## config.mk

```make
export PLATFORM = sky130hd
export DESIGN_NAME = switch_debounce_toggle
export DESIGN_NICKNAME = d
export VERILOG_FILES = /design/src/rtl/switch_debounce_toggle.sv
export SDC_FILE = /design/constraint.sdc
export NUM_CORES = 1
export LEC_CHECK = 0
export CAP_MARGIN = 15
export CELL_PAD_IN_SITES_DETAIL_PLACEMENT = 0
export CELL_PAD_IN_SITES_GLOBAL_PLACEMENT = 1
export CORE_UTILIZATION = 35
export DETAILED_ROUTE_END_ITERATION = 12
export PLACE_DENSITY = 0.6
export SLEW_MARGIN = 20
export SYNTH_ARGS = -nofsm -noshare
export SYNTH_HDL_FRONTEND = slang
export SYNTH_SLANG_ARGS = --single-unit
```

## constraint.sdc

```tcl
create_clock -name i_Clk -period 3.2 [get_ports i_Clk]
set_input_delay 0.96 -clock i_Clk [delete_from_list [all_inputs] [get_ports i_Clk]]
set_output_delay 0.96 -clock i_Clk [all_outputs]
set_load 0.05 [all_outputs]
```

## src/rtl/switch_debounce_toggle.sv

```systemverilog
// rtl/switch_debounce_toggle.sv - two-switch debouncer with release-toggle LED and AND LED
//
// Purpose: filters two raw push-switch levels. A new level is accepted only
// after it has been sampled for DEBOUNCE_LIMIT consecutive clocks. Switch 1
// also produces press/release pulses and a LED that toggles on each release.
// The second LED shows the registered AND of both debounced switches.
//
// Optional feature macro: SWITCH_SYNC_EN. When defined, a two-flop
// synchronizer sits in front of each sample flop, adding 2 clocks of latency.
//
// Ports:
//   i_Clk            - single clock, rising edge
//   i_Reset          - synchronous active-high reset
//   i_Switch_1/2     - raw bouncing switch levels (1 = pressed)
//   o_Switch_1/2_Clean - debounced levels (the stable bits themselves)
//   o_Switch_1_Rise  - one-clock pulse on debounced press of switch 1
//   o_Switch_1_Fall  - one-clock pulse on debounced release of switch 1
//   o_LED_1          - toggles on each debounced release of switch 1
//   o_LED_2          - registered AND of both debounced switches

module switch_debounce_toggle #(
  parameter int DEBOUNCE_LIMIT = 250000
) (
  input  logic i_Clk,
  input  logic i_Reset,
  input  logic i_Switch_1,
  input  logic i_Switch_2,
  output logic o_Switch_1_Clean,
  output logic o_Switch_2_Clean,
  output logic o_Switch_1_Rise,
  output logic o_Switch_1_Fall,
  output logic o_LED_1,
  output logic o_LED_2
);

  localparam int CW = (DEBOUNCE_LIMIT > 1) ? $clog2(DEBOUNCE_LIMIT) : 1;
  localparam logic [CW-1:0] CNT_MAX = CW'(DEBOUNCE_LIMIT - 1);

  // Index 0 is switch 1, index 1 is switch 2.
  logic [1:0] src_s;

`ifdef SWITCH_SYNC_EN
  logic [1:0] sync1_q;
  logic [1:0] sync2_q;

  always_ff @(posedge i_Clk) begin
    if (i_Reset) begin
      sync1_q <= 2'b00;
      sync2_q <= 2'b00;
    end else begin
      sync1_q <= {i_Switch_2, i_Switch_1};
      sync2_q <= sync1_q;
    end
  end

  assign src_s = sync2_q;
`else
  assign src_s = {i_Switch_2, i_Switch_1};
`endif

  logic [1:0]    sample_q, sample_d;
  logic [1:0]    stable_q, stable_d;
  logic [CW-1:0] cnt_q [2];
  logic [CW-1:0] cnt_d [2];
  logic          rise_q, rise_d;
  logic          fall_q, fall_d;
  logic          led1_q, led1_d;
  logic          led2_q, led2_d;

  always_comb begin
    sample_d = src_s;
    stable_d = stable_q;
    for (int i = 0; i < 2; i++) begin
      // Counter only runs while the sample disagrees with the stable level;
      // any agreement (a bounce back) discards the partial count.
      cnt_d[i] = '0;
      if (sample_q[i] != stable_q[i]) begin
        if (cnt_q[i] == CNT_MAX) begin
          stable_d[i] = sample_q[i];
        end else begin
          cnt_d[i] = cnt_q[i] + CW'(1);
        end
      end
    end
    // Edge pulses are decoded from the next stable value so they register
    // on the same edge that updates the stable bit.
    rise_d = ~stable_q[0] &  stable_d[0];
    fall_d =  stable_q[0] & ~stable_d[0];
    led1_d = led1_q ^ fall_d;
    led2_d = stable_q[0] & stable_q[1];
  end

  always_ff @(posedge i_Clk) begin
    if (i_Reset) begin
      sample_q <= 2'b00;
      stable_q <= 2'b00;
      cnt_q[0] <= '0;
      cnt_q[1] <= '0;
      rise_q   <= 1'b0;
      fall_q   <= 1'b0;
      led1_q   <= 1'b0;
      led2_q   <= 1'b0;
    end else begin
      sample_q <= sample_d;
      stable_q <= stable_d;
      cnt_q[0] <= cnt_d[0];
      cnt_q[1] <= cnt_d[1];
      rise_q   <= rise_d;
      fall_q   <= fall_d;
      led1_q   <= led1_d;
      led2_q   <= led2_d;
    end
  end

  assign o_Switch_1_Clean = stable_q[0];
  assign o_Switch_2_Clean = stable_q[1];
  assign o_Switch_1_Rise  = rise_q;
  assign o_Switch_1_Fall  = fall_q;
  assign o_LED_1          = led1_q;
  assign o_LED_2          = led2_q;

endmodule

```

==> qor.yml, run 1 <==
timing:
  finalCritPeriodShare: 0.773
  finalHoldViolations: 0
  fin_tns_setup_ns: 0
  setup_viol: 0
  rsz0062_at_grt: "no"
  finClkSkew_ns: 0.00432
  setup_slack_ns: 0.727
  worst_pin_slew_ns: 0.979
  slew_viol_final: 0
  clock.fmax_ghz: 0.404
  worst_hold_slack_ns: 0.448
  min_period_ns: 2.47
  slew_headroom: 0.345
setup_path:
  startpoint_type: "register"
  crit_chain: "clkdlybuf4s50_1"
  critical-path-slowest-cell: "clkdlybuf4s50_1"
  critPathMaxStageDelay_ns: 0.83
  r2r_cells: 4
  path_class: "register to primary output"
  crit_cells: 1
  crit_buf_inv: 1
  crit_end: "o_Switch_1_Clean"
  r2r-end: "cnt_q[0][24]"
  worstPathRequired_ns: 2.24
  r2r_slack_ns: 1.05
  regToRegStartpoint: "cnt_q[0][18]"
  worstSetupStartpoint: "stable_q[0]"
  crit_family: "buffers and inverters"
  critPathCaptureType: "primary output"
  path_max_fanout: 5
  worst_ep_arrival_time_ns: 1.51
clock_network:
  cts_tree: "yes"
  path_clk_slew_ns: 0.08
  hold_buffers: 0
  h-tree-depth: 2
  post_cts_buffers: 0
  cts_resized: 0
  cts_root_buffer: "clkbuf_8"
  numCtsBuffers: 5
  clockBufferDepth: 2
  clk_latency_ns: 0.29
  cts_sinks: 44
yosys:
  yosysUniqueCellTypes: 31
  synth_cells: 215
  ys_ff_latch: 44
  synthAdderAreaFrac: 0.0130
  yosysWarnings: 0
  yosysTopAreaCell: "dfxtp_1"
  synth-compound-area-share: 0.0306
  synth-xor-area-share: 0.141
  ys_top_cells_by_area: "dfxtp_1 (46%), xnor2_1 (11%), nor2_1 (8.0%)"
  synthesis.nets: 221
  synth-simple-area-share: 0.329
  synth_top_area_share: 0.458
  syn_avg_cell_area_um2: 8.94
  synth_mux_area_frac: 0.0104
  synth_top_family_by_area: "simple AND/OR/NAND/NOR gates"
  ys_seq_area_frac: 0.458
  netlist_area_um2: 1920
layout:
  n_fill_cell: 527
  diodes: 0
  finalNetCount: 237
  area_growth_pct: 15.7
  drive_gt1_frac: 0.0603
global_route:
  grt_pass1_vias: 1450
  grt.busiest_layer: "met2"
  antenna_found_initial: 0
  gr-usage-met1: 0.171
  grt_usage: 0.148
  grt_util_met3: 0.0359
  grtUsageMet2: 0.266
  grt_max_degree: 19
  grt_pass1_wl_um: 6970
  overflow: 0
drt:
  via_per_inst: 4.96
  wl_um: 3900
  drc_errors: 0
  wire_per_inst_um: 12.9
  drt_first_pass_iters: 4
  antenna_left: 0
  drt_iter0_markers: 37
  vias: 1498
power_and_ir_drop:
  power_leakage_nw: 0.631
  power_switching_share: 0.195
  pwr-share-seq: 0.562
  p_switching_mw: 0.191
  pwr-share-clk: 0.419
  comb_power_share: 0.019
  power_density_nw_per_um2: 441
  p_int_mw: 0.790
  ir_drop_mv: 0.245
flow_run:
  max-cap-violations: 0
placed_design:
  port_buffers: 9
  pre_cts_ws_ns: 0.841
  dp_hpwl_um: 2880
  gp_congestion: 0.762
floorplan:
  dieHeight_um: 76.1
  io_pins: 10
  design.die.area_um2: 5800
  rows: 26
  initial_core_util: 0.369
  dieWidth_um: 76.1
  core_area_um2: 5200
hold_path:
  hold_path_class: "register to register"
status:
  status: "finished clean"
layer usage:
layer / up-vias / wire length, µm
met5: - / 0
met4: 0 / 48
met3: 6 / 85
met2: 12 / 2020
met1: 705 / 1750
li1: 775 / -
layout make-up:
class | count | area (µm²) | area share
multi-input combinational | 162 | 1020 | 0.458
sequential | 44 | 881 | 0.396
timing repair buffer | 11 | 105 | 0.0472
tap | 70 | 87.6 | 0.0393
clock buffer | 6 | 72.6 | 0.0326
clock inverter | 2 | 35.0 | 0.0157
inverter | 7 | 26.3 | 0.0118
worst min-delay path by stage:
stage | from | end | slack (ns) | depth (start not counted)
after floorplan | cnt_q[0][0] | cnt_q[0][0] | 0.42 | 1
after global placement | cnt_q[0][0] | cnt_q[0][0] | 0.44 | 1
after detailed placement | cnt_q[0][0] | cnt_q[0][0] | 0.44 | 1
after CTS | cnt_q[0][0] | cnt_q[0][0] | 0.45 | 1
after global routing | cnt_q[0][0] | cnt_q[0][0] | 0.47 | 1
final | cnt_q[0][0] | cnt_q[0][0] | 0.45 | 1
synthesized netlist by cell type (all sizes together):
cell type  instances
xnor2             25
nor2              41
xor2               6
nor4               9
nand3             13
nand4              9
buf                1
o21ai              3
nor4b              4
nand2             10
or4                4
clkbuf             1
o31ai              1
nor2b              2
mux2i              2
and3               3
inv                7
nor3              10
or2                1
nand2b             8
a21oi              4
or3                2
dfxtp             44
ha                 2
o41ai              1
or4b               1
and2               1
logic make-up after synthesis:
kind of cell,count (synthesis)
buffers and inverters,9
XOR/XNOR,31
multiplexers,2
flip-flops,44
adder cells (fa/ha/maj),2
AND/OR/NAND/NOR,118
AO/OA/AOI/OAI,9
sequential cells by signal, summed over array words and instances (netlist names):
name	flops
cnt_q	36
o_LED_1	1
o_LED_2	1
o_Switch_1_Fall	1
o_Switch_1_Rise	1
sample_q	2
stable_q	2
stage by stage:
stage | total power [mW] | instance area (µm²) | cells | util
2_1_floorplan | 0.574 | 1920 | 215 | -
3_3_place_gp | 0.582 | 2120 | 294 | 0.407
3_5_place_dp | 0.583 | 2120 | 294 | 0.407
4_1_cts | 0.999 | 2230 | 302 | 0.428
5_1_grt | 1.03 | 2230 | 302 | 0.428
6_report | 0.981 | 2230 | 302 | 0.428
power groups by stage:
stage | Combinational, mW | Sequential [mW] | Clock, mW
2_1_floorplan | 0.00932 | 0.564 | 0
3_3_place_gp | 0.0178 | 0.565 | 0
3_5_place_dp | 0.0186 | 0.565 | 0
4_1_cts | 0.0187 | 0.552 | 0.429
5_1_grt | 0.0205 | 0.552 | 0.460
6_report | 0.0184 | 0.552 | 0.411
cell usage in the layout (no fill, tap or decap), drive strengths merged, types with 4 or more instances in the layout:
master	count
clkbuf	6
or4	4
nand3	13
nand2	10
a21oi	4
nor2	41
inv	7
dfxtp	44
nor4b	4
nand4	9
nor4	9
xor2	6
clkdlybuf4s50	9
nand2b	8
xnor2	25
nor3	10
Power figures use the tool's default switching activity.
==> run 2: changes to the inputs <==
clock period = 2.4 ns   (was 3.2 ns; I/O delays follow)
==> qor.yml, run 2 (same netlist as run 1, synthesis figures left out) <==
status:
  status: "finished clean"
clock_network:
  post_cts_buffers: 0  # unchanged
  cts_root_buffer: "clkbuf_8"
  cts_sinks: 44  # unchanged
  clockBufferDepth: 2  # unchanged
  numCtsBuffers: 5  # unchanged
  hold_buffers: 0  # unchanged
  clk_latency_ns: 0.28  # about the same
  cts_tree: "yes"
  cts_resized: 0  # unchanged
  path_clk_slew_ns: 0.08  # about the same
  h-tree-depth: 2  # unchanged
setup_path:
  crit_chain: "clkdlybuf4s50_1"
  worstPathRequired_ns: 1.68  # -0.56 ns
  crit_family: "buffers and inverters"
  startpoint_type: "register"
  regToRegStartpoint: "cnt_q[0][26]"
  r2r_cells: 4  # unchanged
  worstSetupStartpoint: "stable_q[1]"
  path_max_fanout: 4  # -1
  path_class: "register to primary output"
  crit_buf_inv: 1  # unchanged
  critPathCaptureType: "primary output"
  critical-path-slowest-cell: "clkdlybuf4s50_1"
  critPathMaxStageDelay_ns: 0.83  # about the same
  r2r-end: "cnt_q[0][35]"
  worst_ep_arrival_time_ns: 1.51  # about the same
  r2r_slack_ns: 0.46  # -0.59 ns
placed_design:
  pre_cts_ws_ns: 0.176  # -0.665 ns
  port_buffers: 9  # unchanged
  dp_hpwl_um: 2900  # +0.99%
  gp_congestion: 0.721  # -5.4%
  postPlaceCellArea_um2: 2120  # +0.18%
  dp.cells: 296  # +0.68%
layout:
  diodes: 0  # unchanged
  n_fill_cell: 544  # +3.2%
  largest_reg_flops: 36  # unchanged
  area_growth_pct: 15.4
  final_common_cell: "dfxtp_1"
  drive_gt1_frac: 0.0726  # +0.0123
  post-route-cell-area_um2: 2220  # -0.28%
  final_cell_mix: "dfxtp_1 (44), nor2_1 (41), xnor2_1 (25)"
  reg_top3: "cnt_q x36, sample_q x2, stable_q x2"
  finalNetCount: 239  # +0.84%
  finalNonFillerCells: 304  # +0.66%
  regMostFlops: "cnt_q"
  post-route-util: 0.426  # -0.00120
power_and_ir_drop:
  power_leakage_nw: 0.625  # -0.98%
  power_density_nw_per_um2: 553  # +25%
  ir_drop_mv: 0.306  # +25%
  total_power_mw: 1.23  # +25%
global_route:
  grt_pass1_wl_um: 6840  # -1.9%
  grt_usage: 0.145  # -0.00251
  grt_pass1_vias: 1487  # +2.6%
  grtUsageMet2: 0.258  # -0.00818
  grt.busiest_layer: "met2"
  overflow: 0  # unchanged
  antenna_found_initial: 0  # unchanged
  grt_util_met3: 0.0371  # +0.00120
  grt_max_degree: 19  # unchanged
  gr-usage-met1: 0.169  # -0.00196
timing:
  slew_headroom: 0.569  # +0.224
  fin_tns_setup_ns: 0  # unchanged
  slew_viol_final: 0  # unchanged
  finClkSkew_ns: 0.00519  # +0.000862 ns
  worst_hold_slack_ns: 0.455  # +0.00673 ns
  setup_viol: 0  # unchanged
  finalHoldViolations: 0  # unchanged
  worst_pin_slew_ns: 0.647  # -0.332 ns
  min_period_ns: 2.23
  setup_slack_ns: 0.170  # -0.557 ns
  clock.fmax_ghz: 0.448
  rsz0062_at_grt: "no"
  finalCritPeriodShare: 0.929
drt:
  antenna_left: 0  # unchanged
  drt_first_pass_iters: 4  # unchanged
  wire_per_inst_um: 12.7  # -1.7%
  wl_um: 3860  # -1.0%
  vias: 1527  # +1.9%
  via_per_inst: 5.02  # +1.3%
  drt_iter0_markers: 47  # +27%
  drc_errors: 0  # unchanged
floorplan:
  io_pins: 10  # unchanged
  dieWidth_um: 76.1  # unchanged
  core_area_um2: 5200  # unchanged
  design.die.area_um2: 5800  # unchanged
  initial_core_util: 0.369  # unchanged
  rows: 26  # unchanged
  dieHeight_um: 76.1  # unchanged
hold_path:
  whs_endpoint: "cnt_q[0][0]"
  hold_depth: 1  # unchanged
  hp-start: "cnt_q[0][0]"
  hold_path_class: "register to register"
flow_run:
  max-cap-violations: 0  # unchanged
==> run 2: cell count changes in the layout (fill, tap and decap cells not counted) <==
cell	change
clkbuf_8	+1
o21ai_2	+1
o41ai_2	+1
o21ai_1	-1
clkinv_2	-1
o41ai_4	-1
buf_4	+2
bufinv_16	-1
clkinvlp_4	+1
==> run 2: how the worst max path moves through the flow <==
| stage | end | slack (ns) | depth (start not counted) |
|---|---|---|---|
| after floorplan | cnt_q[0][25] | 0.58 | 5 |
| after global placement | cnt_q[0][11] | 0.28 | 4 |
| after detailed placement | cnt_q[0][10] | 0.18 | 4 |
| after CTS | o_Switch_2_Clean | 0.15 | 1 |
| after global routing | o_Switch_1_Clean | 0.11 | 1 |
| final | o_Switch_2_Clean | 0.17 | 1 |
==> run 2: area by class of cell <==
class                           instances  area [µm²]  share of cell area
Inverter                                7        26.3              0.0118
Timing Repair Buffer                   13         120              0.0541
Sequential cell                        44         881               0.397
Multi-Input combinational cell        162        1010               0.455
Tap cell                               70        87.6              0.0395
Clock inverter                          1        7.51             0.00338
Clock buffer                            7        86.3              0.0389
==> run 2: layer usage <==
metal / wire length [µm] / share of wire
met3: 88 / 0.023
met5: 0 / 0
met4: 26 / 0.0067
met1: 1700 / 0.44
met2: 2050 / 0.53
==> run 2: report_power, final <==
group | total, mW | switching, mW | internal, mW
logic | 0.0236 | 0.0122 | 0.0114
clock network | 0.468 | 0.235 | 0.234
registers | 0.736 | 0.00284 | 0.733
total | 1.23 | 0.250 | 0.978
==> run 3: changes to the inputs <==
RECOVER_POWER = 25   (was unset)
==> qor.yml, run 3 (same netlist as run 1, synthesis figures left out) <==
status:
  status: "finished clean"
clock_network:
  post_cts_buffers: 0  # unchanged
  cts_resized: 0  # unchanged
  cts_tree: "yes"
  cts_root_buffer: "clkbuf_8"
  clk_latency_ns: 0.28  # about the same
  cts_sinks: 44  # unchanged
  clockBufferDepth: 2  # unchanged
  path_clk_slew_ns: 0.08  # about the same
  numCtsBuffers: 5  # unchanged
  hold_buffers: 0  # unchanged
  h-tree-depth: 2  # unchanged
timing:
  clock.fmax_ghz: 0.448  # about the same
  finalCritPeriodShare: 0.930  # about the same
  slew_headroom: 0.569  # about the same
  min_period_ns: 2.23  # +0.00179 ns
  worst_pin_slew_ns: 0.647  # +0.0000681 ns
  slew_viol_final: 0  # unchanged
  fin_tns_setup_ns: 0  # unchanged
  rsz0062_at_grt: "no"
  finalHoldViolations: 0  # unchanged
  worst_hold_slack_ns: 0.455  # +0.0000350 ns
  finClkSkew_ns: 0.00519  # -0.0000000500 ns
  setup_viol: 0  # unchanged
setup_path:
  critPathCaptureType: "primary output"
  path_class: "register to primary output"
  path_max_fanout: 4  # unchanged
  crit_chain: "clkdlybuf4s50_1"
  critPathMaxStageDelay_ns: 0.83  # about the same
  crit_buf_inv: 1  # unchanged
  r2r_slack_ns: 0.45  # about the same
  startpoint_type: "register"
  worstPathRequired_ns: 1.68  # about the same
  crit_family: "buffers and inverters"
  worst_ep_arrival_time_ns: 1.51  # about the same
  critical-path-slowest-cell: "clkdlybuf4s50_1"
layout:
  final_cell_mix: "dfxtp_1 (44), nor2_1 (41), xnor2_1 (25)"
  post-route-cell-area_um2: 2210  # -0.62%
  multiInputGateArea_um2: 1000  # -0.74%
  reg_top3: "cnt_q x36, sample_q x2, stable_q x2"
  post-route-util: 0.424  # -0.00264
  final_common_cell: "dfxtp_1"
  drive_gt1_frac: 0.0641  # -0.00855
  finalNetCount: 239  # unchanged
  n_fill_cell: 548  # +0.74%
  diodes: 0  # unchanged
  area_growth_pct: 14.7
  regMostFlops: "cnt_q"
  largest_reg_flops: 36  # unchanged
  seqCellArea_um2: 881  # unchanged
drt:
  wire_per_inst_um: 12.8  # +0.41%
  wl_um: 3880  # +0.41%
  via_per_inst: 5.03  # +0.13%
  drt_first_pass_iters: 4  # unchanged
  top_layer: "met4"
  dr_wl_met2_um: 2060  # +0.44%
  drc_errors: 0  # unchanged
  wl_met1_um: 1710  # +0.29%
  wl_met3_um: 89  # +1.1%
  drt_iter0_markers: 41  # -13%
  vias: 1529  # +0.13%
  antenna_left: 0  # unchanged
floorplan:
  dieWidth_um: 76.1  # unchanged
  design.die.area_um2: 5800  # unchanged
  initial_core_util: 0.369  # unchanged
  rows: 26  # unchanged
  dieHeight_um: 76.1  # unchanged
  io_pins: 10  # unchanged
  core_area_um2: 5200  # unchanged
global_route:
  grt_pass1_wl_um: 6840  # unchanged
  overflow: 0  # unchanged
  antenna_found_initial: 0  # unchanged
  grt_pass1_vias: 1487  # unchanged
  grt_usage: 0.145  # unchanged
  grt_max_degree: 19  # unchanged
hold_path:
  hold_path_class: "register to register"
power_and_ir_drop:
  power_density_nw_per_um2: 556  # +0.47%
  power_leakage_nw: 0.619  # -0.93%
  ir_drop_mv: 0.306  # about the same
  total_power_mw: 1.23  # -0.15%
placed_design:
  gp_congestion: 0.721  # unchanged
  dp_hpwl_um: 2900  # unchanged
  port_buffers: 9  # unchanged
  postPlaceCellArea_um2: 2120  # unchanged
flow_run:
  max-cap-violations: 0  # unchanged
==> run 3: changes by cell type in the layout (fill, tap and decap cells not counted), sizes merged <==
cell	previous run	this run
buf	4	2
clkbuf	7	9
clkdlybuf4s50	9	8
dlygate4sd3	0	1
==> run 3: layer usage <==
| layer | GRT usage | up-vias |
|---|---|---|
| met5 | 0 | - |
| met4 | 0.0481 | 0 |
| met3 | 0.0371 | 2 |
| met2 | 0.258 | 12 |
| met1 | 0.169 | 730 |
| li1 | - | 785 |
==> run 3: report_power, final <==
group	internal, mW	switching [mW]	total [mW]
combinational	0.00964	0.0120	0.0217
sequential	0.733	0.00284	0.736
clock	0.234	0.235	0.469
total	0.976	0.250	1.23
==> run 3: path summary, 6_finish.rpt <==
check	end	depth (start not counted)	start
hold / removal	cnt_q[0][0]	1	cnt_q[0][0]
hold reg to reg	cnt_q[0][0]	1	cnt_q[0][0]
setup / recovery	o_Switch_2_Clean	1	stable_q[1]
setup reg to reg	cnt_q[0][35]	4	cnt_q[0][26]
==> run 3: stage by stage <==
step,setup slack (ns),std cells
floorplan,0.575,215
detailed placement,0.176,296
CTS,0.153,304
finish,0.169,304
global placement,0.275,296
global route,0.111,304
==> run 3: final cells by class <==
class,instances,share of cell area
Multi-Input combinational cell,162,0.455
Sequential cell,44,0.399
Timing Repair Buffer,13,0.0516
Tap cell,70,0.0397
Clock buffer,7,0.0391
Inverter,7,0.0119
Clock inverter,1,0.00340
